## config.mk

```make
export PLATFORM = sky130hd
export DESIGN_NAME = asteroide_uc
export DESIGN_NICKNAME = d
export VERILOG_FILES = /design/src/rtl/asteroide_uc.sv
export SDC_FILE = /design/constraint.sdc
export NUM_CORES = 1
export LEC_CHECK = 0
export CAP_MARGIN = 20
export CORE_AREA = 2 2 39 41
export CTS_BUF_LIST = sky130_fd_sc_hd__clkbuf_8
export DETAILED_ROUTE_END_ITERATION = 6
export DIE_AREA = 0 0 41 43
export DONT_BUFFER_PORTS = 1
export PLACE_DENSITY = 0.6
export SETUP_SLACK_MARGIN = 0.5
export SYNTH_ARGS = -nofsm -noshare
export SYNTH_HDL_FRONTEND = slang
export SYNTH_SLANG_ARGS = --single-unit
```

## constraint.sdc

```tcl
create_clock -name clock -period 2.9 [get_ports clock]
set_input_delay 0.87 -clock clock [delete_from_list [all_inputs] [get_ports clock]]
set_output_delay 0.87 -clock clock [all_outputs]
set_load 0.005 [all_outputs]
```

## src/rtl/asteroide_uc.sv

```systemverilog
// asteroide_uc -- Moore control unit for the asteroide datapath.
//
// Once per game tick it sweeps every asteroid slot through the slot counter,
// skips empty or destroyed slots, moves each live asteroid one cell in the
// direction given by its 2-bit opcode, writes it back to asteroid memory and
// checks for a ship collision right after the write.
//
// Optional feature (macro ASTEROIDE_UC_VIDAS_EN):
//   undefined : the first collision ends the game, load memory is never written.
//   defined   : each collision marks the slot destroyed and bumps a 2-bit hit
//               counter; the game ends only when hits reach VIDAS.
//
// Parameters
//   N_SLOTS  slot count (modulus of the datapath slot counter)
//   VIDAS    collisions tolerated before game over (feature build only)
//
// Ports
//   clock, reset           rising-edge clock, async active-high reset
//   iniciar, tick          start pulse / 1-cycle movement pulse from game timer
//   colisao, rco_contador  datapath status: ship hit, counter on last slot
//   opcode, loaded,
//   destruido              datapath status of the current slot
//   conta_contador .. new_destruido   datapath controls
//   pronto                 1-cycle pulse at the end of a sweep
//   fim_jogo               level, high while the game is over
//   db_estado              current state encoding, debug
module asteroide_uc #(
  parameter int N_SLOTS = 16,
  parameter int VIDAS   = 3
) (
  input  logic       clock,
  input  logic       reset,
  input  logic       iniciar,
  input  logic       tick,
  input  logic       colisao,
  input  logic       rco_contador,
  input  logic [1:0] opcode,
  input  logic       loaded,
  input  logic       destruido,
  output logic       conta_contador,
  output logic       reset_cont,
  output logic       reset_reg_nave,
  output logic       enable_reg_nave,
  output logic [1:0] select_mux_pos,
  output logic       select_mux_coor,
  output logic       select_soma_sub,
  output logic       enable_mem_aste,
  output logic       enable_mem_load,
  output logic       new_load,
  output logic       new_destruido,
  output logic       pronto,
  output logic       fim_jogo,
  output logic [3:0] db_estado
);

  typedef enum logic [3:0] {
    INICIAL   = 4'h0,
    PREPARA   = 4'h1,
    ESPERA    = 4'h2,
    LE        = 4'h3,
    AVALIA    = 4'h4,
    MOVE      = 4'h5,
    CHECA     = 4'h6,
    PROXIMO   = 4'h7,
    FIM_VARRE = 4'h8,
    COLIDIU   = 4'h9,
    FIM_JOGO  = 4'hA
  } estado_t;

  estado_t    estado_q, estado_d;
  logic       tick_pend_q, tick_pend_d;
  // Opcode is captured in AVALIA so the MOVE controls come from registers
  // only and the outputs stay a pure function of state.
  logic [1:0] op_q, op_d;

  // The slot count only matters to the datapath counter; VIDAS is only
  // consumed by the optional hit counter.
  logic unused_cfg;
  assign unused_cfg = (N_SLOTS > 0) ^ (VIDAS > 0);

`ifdef ASTEROIDE_UC_VIDAS_EN
  localparam logic [1:0] VIDAS_L = 2'(VIDAS);
  logic [1:0] hits_q, hits_d;
  logic [1:0] hits_inc;
  assign hits_inc = hits_q + 2'd1;

  always_ff @(posedge clock or posedge reset) begin
    if (reset) hits_q <= '0;
    else       hits_q <= hits_d;
  end
`endif

  always_ff @(posedge clock or posedge reset) begin
    if (reset) begin
      estado_q    <= INICIAL;
      tick_pend_q <= 1'b0;
      op_q        <= '0;
    end else begin
      estado_q    <= estado_d;
      tick_pend_q <= tick_pend_d;
      op_q        <= op_d;
    end
  end

  // Next state
  always_comb begin
    estado_d    = estado_q;
    tick_pend_d = tick_pend_q;
    op_d        = op_q;
`ifdef ASTEROIDE_UC_VIDAS_EN
    hits_d      = hits_q;
`endif
    // Ticks arriving mid-sweep collapse into one pending request; ticks
    // are meaningless before the game starts or after it ends.
    if (tick && estado_q != INICIAL && estado_q != FIM_JOGO)
      tick_pend_d = 1'b1;

    case (estado_q)
      INICIAL:   if (iniciar) estado_d = PREPARA;
      PREPARA: begin
        estado_d = ESPERA;
`ifdef ASTEROIDE_UC_VIDAS_EN
        hits_d   = '0;
`endif
      end
      ESPERA: begin
        if (tick_pend_q) begin
          estado_d    = LE;
          // consume the request; a tick landing this very cycle is kept
          tick_pend_d = tick;
        end
      end
      LE:        estado_d = AVALIA;
      AVALIA: begin
        op_d     = opcode;
        estado_d = (!loaded || destruido) ? PROXIMO : MOVE;
      end
      MOVE:      estado_d = CHECA;
      CHECA:     estado_d = colisao ? COLIDIU : PROXIMO;
      // The bumped counter is the memory read address, so the next slot is
      // evaluated straight away: two cycles per empty slot, four per live
      // one, which makes a sweep 2*N_SLOTS + 2*k + 1 cycles from LE.
      PROXIMO:   estado_d = rco_contador ? FIM_VARRE : AVALIA;
      FIM_VARRE: estado_d = ESPERA;
      COLIDIU: begin
`ifdef ASTEROIDE_UC_VIDAS_EN
        hits_d   = hits_inc;
        estado_d = (hits_inc == VIDAS_L) ? FIM_JOGO : PROXIMO;
`else
        estado_d = FIM_JOGO;
`endif
      end
      FIM_JOGO:  if (iniciar) estado_d = PREPARA;
      default:   estado_d = INICIAL;
    endcase
  end

  // Moore output decode: state and op_q only
  always_comb begin
    conta_contador  = 1'b0;
    reset_cont      = 1'b0;
    reset_reg_nave  = 1'b0;
    enable_reg_nave = 1'b0;
    select_mux_pos  = 2'b00;
    select_mux_coor = 1'b0;
    select_soma_sub = 1'b0;
    enable_mem_aste = 1'b0;
    enable_mem_load = 1'b0;
    new_load        = 1'b0;
    new_destruido   = 1'b0;
    pronto          = 1'b0;
    fim_jogo        = 1'b0;
    db_estado       = estado_q;

    case (estado_q)
      INICIAL: begin
        reset_cont     = 1'b1;
        reset_reg_nave = 1'b1;
      end
      PREPARA: begin
        reset_cont      = 1'b1;
        enable_reg_nave = 1'b1;
      end
      MOVE: begin
        // op[1] picks the axis, op[0] the direction
        enable_mem_aste = 1'b1;
        select_mux_coor = op_q[1];
        select_soma_sub = op_q[0];
        select_mux_pos  = op_q[1] ? 2'b10 : 2'b01;
      end
      // Also high on the last slot; the wrap is harmless since FIM_VARRE
      // clears the counter next.
      PROXIMO:   conta_contador = 1'b1;
      FIM_VARRE: begin
        pronto     = 1'b1;
        reset_cont = 1'b1;
      end
`ifdef ASTEROIDE_UC_VIDAS_EN
      COLIDIU: begin
        enable_mem_load = 1'b1;
        new_load        = 1'b1;
        new_destruido   = 1'b1;
      end
`endif
      FIM_JOGO: begin
        fim_jogo   = 1'b1;
        reset_cont = 1'b1;
      end
      default: ;
    endcase
  end

endmodule

```

== Word-level counts from Yosys, hierarchy flattened ==
Cells that the tools add are included.

* Register bits after elaboration: 7
* Input bits: 10
* Output and inout port bits: 18

* Equal/unequal tests: 13
* Muxes and demuxes: 20
* Reduce and logical (&&, ||, !) cells: 10

{| class="wikitable"
|+ Operator list
! cell !! count
|-
| 4-bit one-hot mux with 9 select lines || 1
|-
| 4-bit by 3-bit == test with 1-bit output (second input constant) || 4
|-
| 4-bit 2-to-1 mux || 4
|-
| 4-bit == test (second input constant) || 3
|-
| 1-bit 2-to-1 mux || 12
|-
| 4-bit by 2-bit == test with 1-bit output (second input constant) || 2
|-
| 2-bit 2-to-1 mux || 3
|-
| 4-bit by 1-bit == test with 1-bit output (second input constant) || 1
|-
| 4-bit logical NOT || 1
|-
| 4-bit inequality test (second input constant) || 1
|-
| 4-bit nonzero test || 1
|-
| 2-bit OR reduction || 2
|-
| 4-bit OR reduction || 1
|-
| 1-bit logical AND || 2
|-
| 2-bit by 1-bit inequality test with 1-bit output (second input constant) || 1
|-
| 2-bit inequality test (second input constant) || 1
|-
| 2-bit AND reduction || 1
|-
| 1-bit logical NOT || 1
|-
| 1-bit logical OR || 1
|}

== Logic depth before layout (Yosys ltp) ==
Gate-level depths: netlist of run 1.

* Depth in word-level cells: 6
* Depth in mapped cells: 6

== Worst setup path before layout of run 1 ==
Ideal clock, no wire load.

* Kind: flip-flop to output port
* From: reg estado_q[1] (netlist: db_estado[1])
* To: out select_mux_pos[1]
* Data arrival time: 1.196 ns
* Data required time: 2.030 ns
* Stages on the path, launching flop included: 6
* Setup slack: 0.834 ns
* Buffers on the path: 2
* Path through: dfrtp_1 or2_0 clkbuf_1 nor2_1 and2_1 buf_4

* Word-level cells in the longest chain between the ends: 2

{| class="wikitable"
|+ Ends and longest elaborated chain
! what !! line !! text
|-
| start: declaration || 70 || <nowiki>estado_t estado_q, estado_d;</nowiki>
|-
| start signal: assignment || 99 || <nowiki>estado_q <= estado_d;</nowiki>
|-
| 4-bit by 3-bit == test with 1-bit output || 175 || <nowiki>case (estado_q)</nowiki>
|-
| 2-bit 2-to-1 mux || 175 ||
|-
| end: declaration || 44 || <nowiki>output logic [1:0] select_mux_pos,</nowiki>
|}

No other way between the ends.

== Final worst setup path of run 1 ==
* From: reg estado_q[1] (netlist: db_estado[1])
* To: out select_mux_coor

* Word-level cells in the longest chain between the ends: 2

{| class="wikitable"
|+ Ends and longest elaborated chain
! what !! line !! text
|-
| 4-bit by 3-bit == test with 1-bit output || 175 ||
|-
| 1-bit 2-to-1 mux || 175 ||
|-
| end: declaration || 45 || <nowiki>output logic select_mux_coor,</nowiki>
|}

No other way between the ends.

==> key figures, run 1 <==
Clock tree
  • Total setup buffers inserted after CTS: 0
  • Cts hold-fix bufs: 0
  • Worst skew pair latency: 0.23 ns
  • Clk root buf: clkbuf_8
  • Total CTS buffers: 3
  • CTS Buffer Depth: 2
  • CTS sink cnt: 7
  • H-Tree Depth: 1
  • Clock slew at reported path FFs: 0.04 ns
  • CTS tree: yes
  • Post-CTS sizing: 0

Cells and area
  • Most frequent cells in the layout: 11 x nor2_1, 7 x dfrtp_1, 6 x nand2_1, 6 x a21oi_1, 5 x inv_1
  • Most common cell after layout, fill and taps aside: nor2_1
  • Post-layout util: 43.3%
  • Fin nets: 82
  • Share of layout cells above drive strength 1: 15.5%
  • Ant diodes: 0
  • Layout Area Growth over Synthesis: 6.44%
  • Final non-filler cell total: 87

Timing
  • Fmax achieved: 440 MHz
  • Pins Over Slew Limit: 0
  • Final Critical Period: 2.27 ns
  • Setup TNS: 0 ns
  • Layout Skew: 0.00528 ns
  • Final setup viols: 0
  • Hold Violations, Final: 0
  • RSZ-0062 raised after global routing: false
  • Final period util: 78.4%

Placed design
  • Dpl hpwl: 883 um
  • Placed Cells: 83
  • GP Congestion: 0.761
  • Port Buffer Count: 0

Global route
  • Total GRT Usage: 14.9%
  • Global-route wire length before repair: 1740 um
  • Vias in the first global route: 398
  • Antenna violations before repair: 0
  • GR Overflow Total: 0
  • Pin count of the biggest net entering global routing: 18

Worst setup path
  • Crit-path max FO: 6
  • Startpoint kind of the worst setup timing path: register
  • CP required: 2.03 ns
  • Critical-path cell with the highest stage delay: dfrtp_1
  • Critical path endpoint category: output pin
  • Reg2Reg Depth: 5
  • Worst path cell trace: or2_0 -> nor2_1 -> and2_1
  • CP Class: register to output pin
  • R2R Setup Slk: 1.35 ns
  • Buf/Inv on CP: 0
  • Worst path max stage delay: 0.36 ns
  • Capturing point of the worst reg2reg path: db_estado[1]$_DFFE_PP0P_
  • RR Startpoint: db_estado[0]$_DFFE_PP0P_
  • Critical path arrival: 1.40 ns
  • Cell family with most CP delay: simple AND/OR/NAND/NOR gates

Routing
  • DRC: 0
  • Antenna-violating nets left: 0
  • WL per Instance: 13.3 um
  • Pre-antenna DRT Iters: 4
  • Final WL: 1160 um
  • Drt first-iter violations: 8
  • Via count: 461
  • Via/cell ratio: 5.30

Floorplan
  • Num ports: 28
  • Die Span Y: 43 um
  • Core Region: 0.00138 mm2
  • Initial core utilization: 40.7%
  • Die area: 0.00176 mm2
  • Die W: 41 um
  • Row cnt: 14

Pwr
  • Pwr Density: 1280 mW/mm2
  • Static Leak: 0.000253 uW
  • VDD IR max: 0.424 mV

Synthesis
  • Post-synth cell types: 31
  • Mean post-synth cell area: 7.82 um2
  • Register bit total from synthesis: 7
  • Sequential share of the synthesized area: 31.1%
  • Top cells by area, synth: dfrtp_1 31%, nor2_1 7.3%, a21oi_1 5.3%
  • Warnings from Yosys: 0
  • Cells after Synth: 72
  • Share of the synthesized area in the top cell type: 31.1%
  • Cell area after synthesis: 563 um2
  • Area leader, netlist: dfrtp_1

Hold path
  • Worst Hold Class: input port to async pin

Job
  • Number of max-cap violations: 0

Run status
  • Outcome: complete, no violations
cells in the mapped netlist, drive strengths merged:
cell,number
xnor2,1
nor3b,2
nand2,6
a21oi,6
buf,8
mux2i,1
a221oi,1
o22ai,1
nor2,11
o31ai,1
a211oi,1
clkbuf,3
dfrtp,7
o32a,1
mux2,2
nor4b,1
xor2,1
conb,1
nor4,1
and2,2
nand2b,1
o21ai,1
nor3,3
nand3b,1
o211ai,1
or2,1
o32ai,1
inv,5
power breakdown:
part / switching (uW) / leakage, uW / internal, uW
Sequential: 34.8 / 0.0000836 / 148
Clock: 44.8 / 0.0000255 / 93.2
Combinational: 262 / 0.000143 / 185
state kept, by name, indices dropped and copies added (netlist names):
| name | count |
|---|---|
| db_estado | 4 |
| tick_pend_q | 1 |
| op_q | 2 |
layout make-up:
| class | count | area (um2) |
|---|---|---|
| fill | 152 | 785 |
| multi-input combinational | 51 | 309 |
| sequential | 7 | 175 |
| clock buffer | 3 | 41.3 |
| timing repair buffer | 4 | 30.0 |
| tap | 16 | 20.0 |
| inverter | 5 | 18.8 |
| clock inverter | 1 | 5.00 |
per-stage QoR:
| step | hold WS (ns) | cell area [um2] | worst slack [ns] | total power, uW |
|---|---|---|---|---|
| 2_1_floorplan | 0.449 | 571 | 0.834 | 568 |
| 3_3_place_gp | 0.473 | 553 | 0.906 | 629 |
| 3_5_place_dp | 0.474 | 553 | 0.863 | 633 |
| 4_1_cts | 0.462 | 599 | 0.612 | 774 |
| 5_1_grt | 0.468 | 599 | 0.513 | 840 |
| 6_report | 0.455 | 599 | 0.628 | 768 |
worst register-to-register path: cells and delay by family, from the launching register on:
kind | cells | cell delay (ns)
AO/OA/AOI/OAI | 3 | 0.72
flip-flops | 1 | 0.44
buffers and inverters | 1 | 0.22
AND/OR/NAND/NOR | 1 | 0.07
logic make-up (layout without fill, tap and decap cells):
kind of cell | Yosys count | in the layout | synth area share (%)
other cells | 1 | 3 | 0.666
simple gates | 29 | 29 | 26.0
mux | 3 | 3 | 5.78
xor+xnor | 2 | 2 | 3.11
buf+inv | 16 | 13 | 15.3
flops | 7 | 7 | 31.1
compound gates | 14 | 14 | 18.0
routing by layer:
layer / wire length (um) / global-route usage (%)
met1: 498 / 17.7
met3: 90 / 8.90
met2: 552 / 21.3
met5: 0 / 0
met4: 16 / 6.00
how the worst max path moves through the flow:
stage | start | end | slack (ns) | cells past startpoint
6_report | db_estado[1]$_DFFE_PP0P_ | select_mux_coor | 0.63 | 3
2_1_floorplan | db_estado[1]$_DFFE_PP0P_ | select_mux_pos[1] | 0.83 | 5
3_3_place_gp | db_estado[1]$_DFFE_PP0P_ | select_mux_pos[1] | 0.91 | 3
4_1_cts | db_estado[1]$_DFFE_PP0P_ | select_mux_coor | 0.61 | 3
3_5_place_dp | db_estado[1]$_DFFE_PP0P_ | select_mux_coor | 0.86 | 3
5_1_grt | db_estado[1]$_DFFE_PP0P_ | select_mux_pos[1] | 0.51 | 3
Power figures use the tool's default switching activity.
==> run 2: changes to the inputs <==
PLACE_DENSITY = 0.62   (was 0.6)
clock period = 1.97 ns   (was 2.9 ns; I/O delays follow)
==> key figures, run 2 (synthesized netlist as in run 1, its figures left out) <==
Global route
  • Antenna violations before repair: 0 (unchanged)
  • GR Overflow Total: 0 (unchanged)
  • Pin count of the biggest net entering global routing: 13 (-5)
  • Total GRT Usage: 19.4% (+4.5 points)
  • Global-route wire length before repair: 2350 um (+35%)
  • Vias in the first global route: 508 (+28%)

Cells and area
  • Filler instances: 118 (-22%)
  • Most frequent cells in the layout: 8 x buf_6, 7 x nor2_1, 7 x buf_4
  • Final non-filler cell total: 99 (+14%)
  • Multi-input logic area: 373 um2 (+21%)
  • Post-layout util: 56.4% (+13 points)
  • FF/Latch Area: 178 um2 (+1.4%)
  • Fin nets: 94 (+15%)
  • Max FFs per register: 4 (unchanged)
  • Ant diodes: 0 (unchanged)
  • Layout Area Growth over Synthesis: 38.7%
  • Most common cell after layout, fill and taps aside: buf_6
  • Share of layout cells above drive strength 1: 45.8% (+30 points)

Timing
  • Final setup viols: 0 (unchanged)
  • Final Critical Period: 1.76 ns
  • RSZ-0062 raised after global routing: true
  • Hold Violations, Final: 0 (unchanged)
  • Fmax achieved: 569 MHz
  • Layout Skew: 0.00267 ns (-0.00260 ns)
  • Pins Over Slew Limit: 0 (unchanged)
  • Setup TNS: 0 ns (unchanged)
  • Final period util: 89.2%
  • Final WS setup: 0.213 ns (-0.414 ns)

Placed design
  • Dpl hpwl: 965 um (+9.3%)
  • Port Buffer Count: 0 (unchanged)
  • GP Congestion: 0.726 (-4.6%)
  • DP Worst Slack: 0.264 ns (-0.599 ns)
  • Placed Cells: 84 (+1.2%)

Routing
  • WL per Instance: 16.2 um (+22%)
  • Via/cell ratio: 5.48 (+3.5%)
  • Via count: 543 (+18%)
  • Antenna-violating nets left: 0 (unchanged)
  • Final WL: 1600 um (+38%)
  • Drt first-iter violations: 20 (+12)
  • Pre-antenna DRT Iters: 4 (unchanged)
  • DRC: 0 (unchanged)

Floorplan
  • Die area: 0.00176 mm2 (unchanged)
  • Row cnt: 14 (unchanged)
  • Die W: 41 um (unchanged)
  • Die Span Y: 43 um (unchanged)
  • Core Region: 0.00138 mm2 (unchanged)
  • Num ports: 28 (unchanged)
  • Initial core utilization: 40.7% (unchanged)

Worst setup path
  • CP Class: register to output pin
  • Capturing point of the worst reg2reg path: db_estado[1]$_DFFE_PP0P_
  • Reg2Reg Depth: 6 (+1)
  • CP required: 1.38 ns (-0.65 ns)
  • Critical path endpoint category: output pin
  • Worst setup path start: db_estado[0]$_DFFE_PP0P_
  • Startpoint kind of the worst setup timing path: register
  • R2R Setup Slk: 0.34 ns (-1.01 ns)
  • Crit-path max FO: 6 (unchanged)
  • Critical path arrival: 1.17 ns (-0.23 ns)
  • RR Startpoint: db_estado[0]$_DFFE_PP0P_

Clock tree
  • Clk root buf: clkbuf_8
  • CTS Buffer Depth: 2 (unchanged)
  • Clock slew at reported path FFs: 0.04 ns (about the same)
  • Total CTS buffers: 3 (unchanged)
  • CTS sink cnt: 7 (unchanged)
  • Cts hold-fix bufs: 0 (unchanged)
  • Worst skew pair latency: 0.22 ns (about the same)
  • H-Tree Depth: 1 (unchanged)
  • CTS tree: yes

Run status
  • Outcome: complete, no violations

Job
  • Number of max-cap violations: 0 (unchanged)

Pwr
  • Static Leak: 0.000332 uW (+32%)
  • Pwr Density: 2010 mW/mm2 (+57%)
  • VDD IR max: 0.719 mV (+70%)

Hold path
  • Worst Hold Class: input port to async pin
run 2: metrics by stage:
| step | area, um2 | hold WS (ns) | power [uW] |
|---|---|---|---|
| after floorplan | 591 | 0.394 | 882 |
| after global placement | 576 | 0.437 | 965 |
| after detailed placement | 576 | 0.435 | 990 |
| after CTS | 732 | 0.201 | 1440 |
| after global routing | 781 | 0.212 | 1680 |
| final | 781 | 0.189 | 1570 |
run 2: final cells by class:
cell class,count,area share (%)
Clock buffer,3,5.29
Sequential cell,7,22.8
Inverter,5,2.40
Timing Repair Buffer,16,18.7
Tap cell,16,2.56
Clock inverter,1,0.481
Multi-Input combinational cell,51,47.8
run 2: how the worst max path moves through the flow:
stage	end	slack [ns]	depth (start not counted)
6_report	fim_jogo	0.21	4
5_1_grt	select_mux_coor	0.14	3
4_1_cts	select_mux_coor	0.22	3
3_5_place_dp	reset_reg_nave	0.26	2
3_3_place_gp	reset_reg_nave	0.29	2
2_1_floorplan	select_mux_pos[1]	0.30	5
run 2: metal layers:
metal	share of wire (%)	track usage, %	vias to the layer above
li1	-	-	255
met1	41	24.7	267
met2	52	33.4	19
met3	5.4	3.66	2
met4	0.62	2.00	0
met5	0	0	-
run 2: repair_timing:
action | 4_1_cts | 5_1_grt
resized for setup | 15 | 9
setup endpoints to repair | 14 | 15
setup buffers | 9 | 2
pin swaps | 7 | 7
run 2: critical path, stage by stage, from the launching register on:
cell     delay, ns
dfrtp_2       0.46
buf_6         0.16
nor2_4        0.12
nand2_2       0.08
nor2_2        0.12
run 2: report_power, final:
part / leakage, uW / switching (uW) / internal, uW
registers: 0.0000813 / 92.8 / 222
logic: 0.000224 / 513 / 544
clock network: 0.0000269 / 62.2 / 135
total: 0.000332 / 668 / 901
==> run 3: changes to the inputs <==
HOLD_SLACK_MARGIN = 0.15   (was unset)
clock period = 1.4 ns   (was 1.97 ns; I/O delays follow)
==> key figures, run 3 (synthesized netlist as in run 1, its figures left out) <==
Global route
  • Total GRT Usage: 21.8% (+2.4 points)
  • Vias in the first global route: 545 (+7.3%)
  • GR Overflow Total: 0 (unchanged)
  • Pin count of the biggest net entering global routing: 12 (-1)
  • Antenna violations before repair: 0 (unchanged)
  • Global-route wire length before repair: 2530 um (+7.4%)

Routing
  • Via count: 593 (+9.2%)
  • Antenna-violating nets left: 0 (unchanged)
  • Final WL: 1710 um (+6.8%)
  • WL per Instance: 16.5 um (+1.7%)
  • Drt first-iter violations: 25 (+25%)
  • Pre-antenna DRT Iters: 4 (unchanged)
  • DRC: 0 (unchanged)
  • Via/cell ratio: 5.70 (+4.0%)

Floorplan
  • Die area: 0.00176 mm2 (unchanged)
  • Core Region: 0.00138 mm2 (unchanged)
  • Num ports: 28 (unchanged)
  • Initial core utilization: 40.7% (unchanged)
  • Die W: 41 um (unchanged)
  • Row cnt: 14 (unchanged)
  • Die Span Y: 43 um (unchanged)

Run status
  • Outcome: finished with violations
  • Failing checks: setup timing

Timing
  • Final WS setup: -0.203 ns (-0.417 ns)
  • Final Critical Period: 1.60 ns
  • Layout Skew: 0.00287 ns (+0.000200 ns)
  • Hold Violations, Final: 0 (unchanged)
  • Fmax achieved: 624 MHz
  • Final setup viols: 14 (+14)
  • Final period util: 115%
  • Pins Over Slew Limit: 0 (unchanged)
  • RSZ-0062 raised after global routing: true

Clock tree
  • Worst skew pair latency: 0.23 ns (about the same)
  • H-Tree Depth: 1 (unchanged)
  • Total CTS buffers: 3 (unchanged)
  • Clk root buf: clkbuf_8
  • CTS tree: yes
  • Clock slew at reported path FFs: 0.04 ns (about the same)
  • CTS Buffer Depth: 2 (unchanged)
  • CTS sink cnt: 7 (unchanged)

Pwr
  • Pwr Density: 2810 mW/mm2 (+40%)
  • Sequential share of power: 15.5% (-4.6 points)
  • Switching share of power: 42.7% (+0.13 points)
  • Overall power: 2540 uW (+62%)
  • VDD IR max: 1.23 mV (+72%)
  • Clk pwr share: 11.4% (-1.1 points)
  • Switch Pwr: 1080 uW (+62%)
  • P_int: 1450 uW (+61%)
  • Static Leak: 0.000385 uW (+16%)
  • Comb pwr share: 73.2% (+5.8 points)

Cells and area
  • Final non-filler cell total: 104 (+5.1%)
  • Most common cell after layout, fill and taps aside: buf_4
  • Filler instances: 123 (+4.2%)
  • Ant diodes: 0 (unchanged)
  • Fin nets: 99 (+5.3%)
  • Share of layout cells above drive strength 1: 53.4% (+7.6 points)
  • Max FFs per register: 4 (unchanged)
  • Most frequent cells in the layout: 10 x buf_4, 7 x dfrtp_1, 7 x buf_6
  • FF/Latch Area: 175 um2 (-1.4%)
  • Multi-input logic area: 422 um2 (+13%)
  • Layout Area Growth over Synthesis: 60.2%

Worst setup path
  • CP Class: register to output pin
  • Worst path max stage delay: 0.38 ns (-0.08 ns)
  • Critical-path cell with the highest stage delay: dfrtp_1
  • Crit-path max FO: 6 (unchanged)
  • CP required: 0.98 ns (-0.40 ns)
  • Cell family with most CP delay: simple AND/OR/NAND/NOR gates
  • Reg2Reg Depth: 4 (-2)
  • WP depth: 3 (-1)
  • Worst path cell trace: or2_4 -> nor3_2 -> buf_4
  • Startpoint kind of the worst setup timing path: register
  • Critical path arrival: 1.18 ns (about the same)
  • Buf/Inv on CP: 1 (unchanged)
  • Critical path endpoint category: output pin

Job
  • Number of max-cap violations: 0 (unchanged)

Placed design
  • DP Worst Slack: -0.0862 ns (-0.350 ns)
  • Placed Cells: 89 (+6.0%)
  • Port Buffer Count: 0 (unchanged)
  • Dpl hpwl: 871 um (-9.8%)
  • GP Congestion: 0.838 (+15%)

Hold path
  • Worst hold stages: 2
  • Worst Hold Class: input port to register
## run 3: cell types whose count changed in the layout (fill, tap and decap cells not counted), moves of 2 or more
cell,delta
dfrtp_2,-2
buf_12,+2
buf_4,+3
dfrtp_1,+2
## run 3: power by group through the flow
stage / Combinational [uW] / Sequential, uW / Clock (uW)
global route: 1980 / 408 / 306
global placement: 1140 / 369 / 0
floorplan: 950 / 375 / 0
finish: 1860 / 392 / 289
CTS: 1680 / 380 / 292
detailed placement: 1150 / 373 / 0
## run 3: what timing repair did
action                                  4_1_cts  5_1_grt
cloned                                        1        0
setup buffers                                 8        1
endpoints found under the setup margin       22       22
hold endpoints to repair                      7        0
pin swaps                                    11        4
gates resized for setup                      26        7
hold buffers                                  1        0
## run 3: through the flow
step	area, um2	util [%]	hold WS [ns]	setup TNS [ns]
floorplan	619	-	0.223	-0.138
global placement	629	45.5	0.263	-0.335
detailed placement	629	45.5	0.264	-0.494
CTS	862	62.3	0.322	-1.80
global route	902	65.2	0.319	-2.73
finish	902	65.2	0.319	-2.11
## run 3: layout make-up
type | count | area share [%]
tap | 16 | 2.22
multi-input combinational | 51 | 46.7
inverter | 5 | 2.36
clock buffer | 3 | 4.58
clock inverter | 1 | 0.416
timing repair buffer | 21 | 24.3
sequential | 7 | 19.4
## run 3: final timing paths
| kind | slack, ns | startpoint | to |
|---|---|---|---|
| worst max-delay path | -0.20 | db_estado[3]$_DFFE_PP0P_ | reset_reg_nave |
| worst min-delay path | 0.32 | tick | tick_pend_q$_DFF_PP0_ |
| worst max register to register | -0.12 | db_estado[3]$_DFFE_PP0P_ | op_q[0]$_DFFE_PP0N_ |
| worst min register to register | 0.47 | op_q[0]$_DFFE_PP0N_ | op_q[0]$_DFFE_PP0N_ |
| max in group asynchronous | 0.62 | reset | db_estado[1]$_DFFE_PP0P_ |
| min in group asynchronous | 0.56 | reset | db_estado[3]$_DFFE_PP0P_ |
## run 3: worst reg2reg max path, cell delays in order (launching register included)
cell and delay (ns):
dfrtp_1 0.38, or2_4 0.30, buf_4 0.15, nor3b_4 0.23
mux2_1 0.34
## run 3: metal layers
metal | share of wire (%) | wire length (um) | track usage (%) | vias up
met4 | 1.9 | 32 | 11.3 | 0
met5 | 0 | 0 | 0 | -
met2 | 55 | 935 | 32.2 | 19
met1 | 39 | 659 | 27.2 | 300
li1 | - | - | - | 269
met3 | 4.9 | 83 | 6.81 | 5
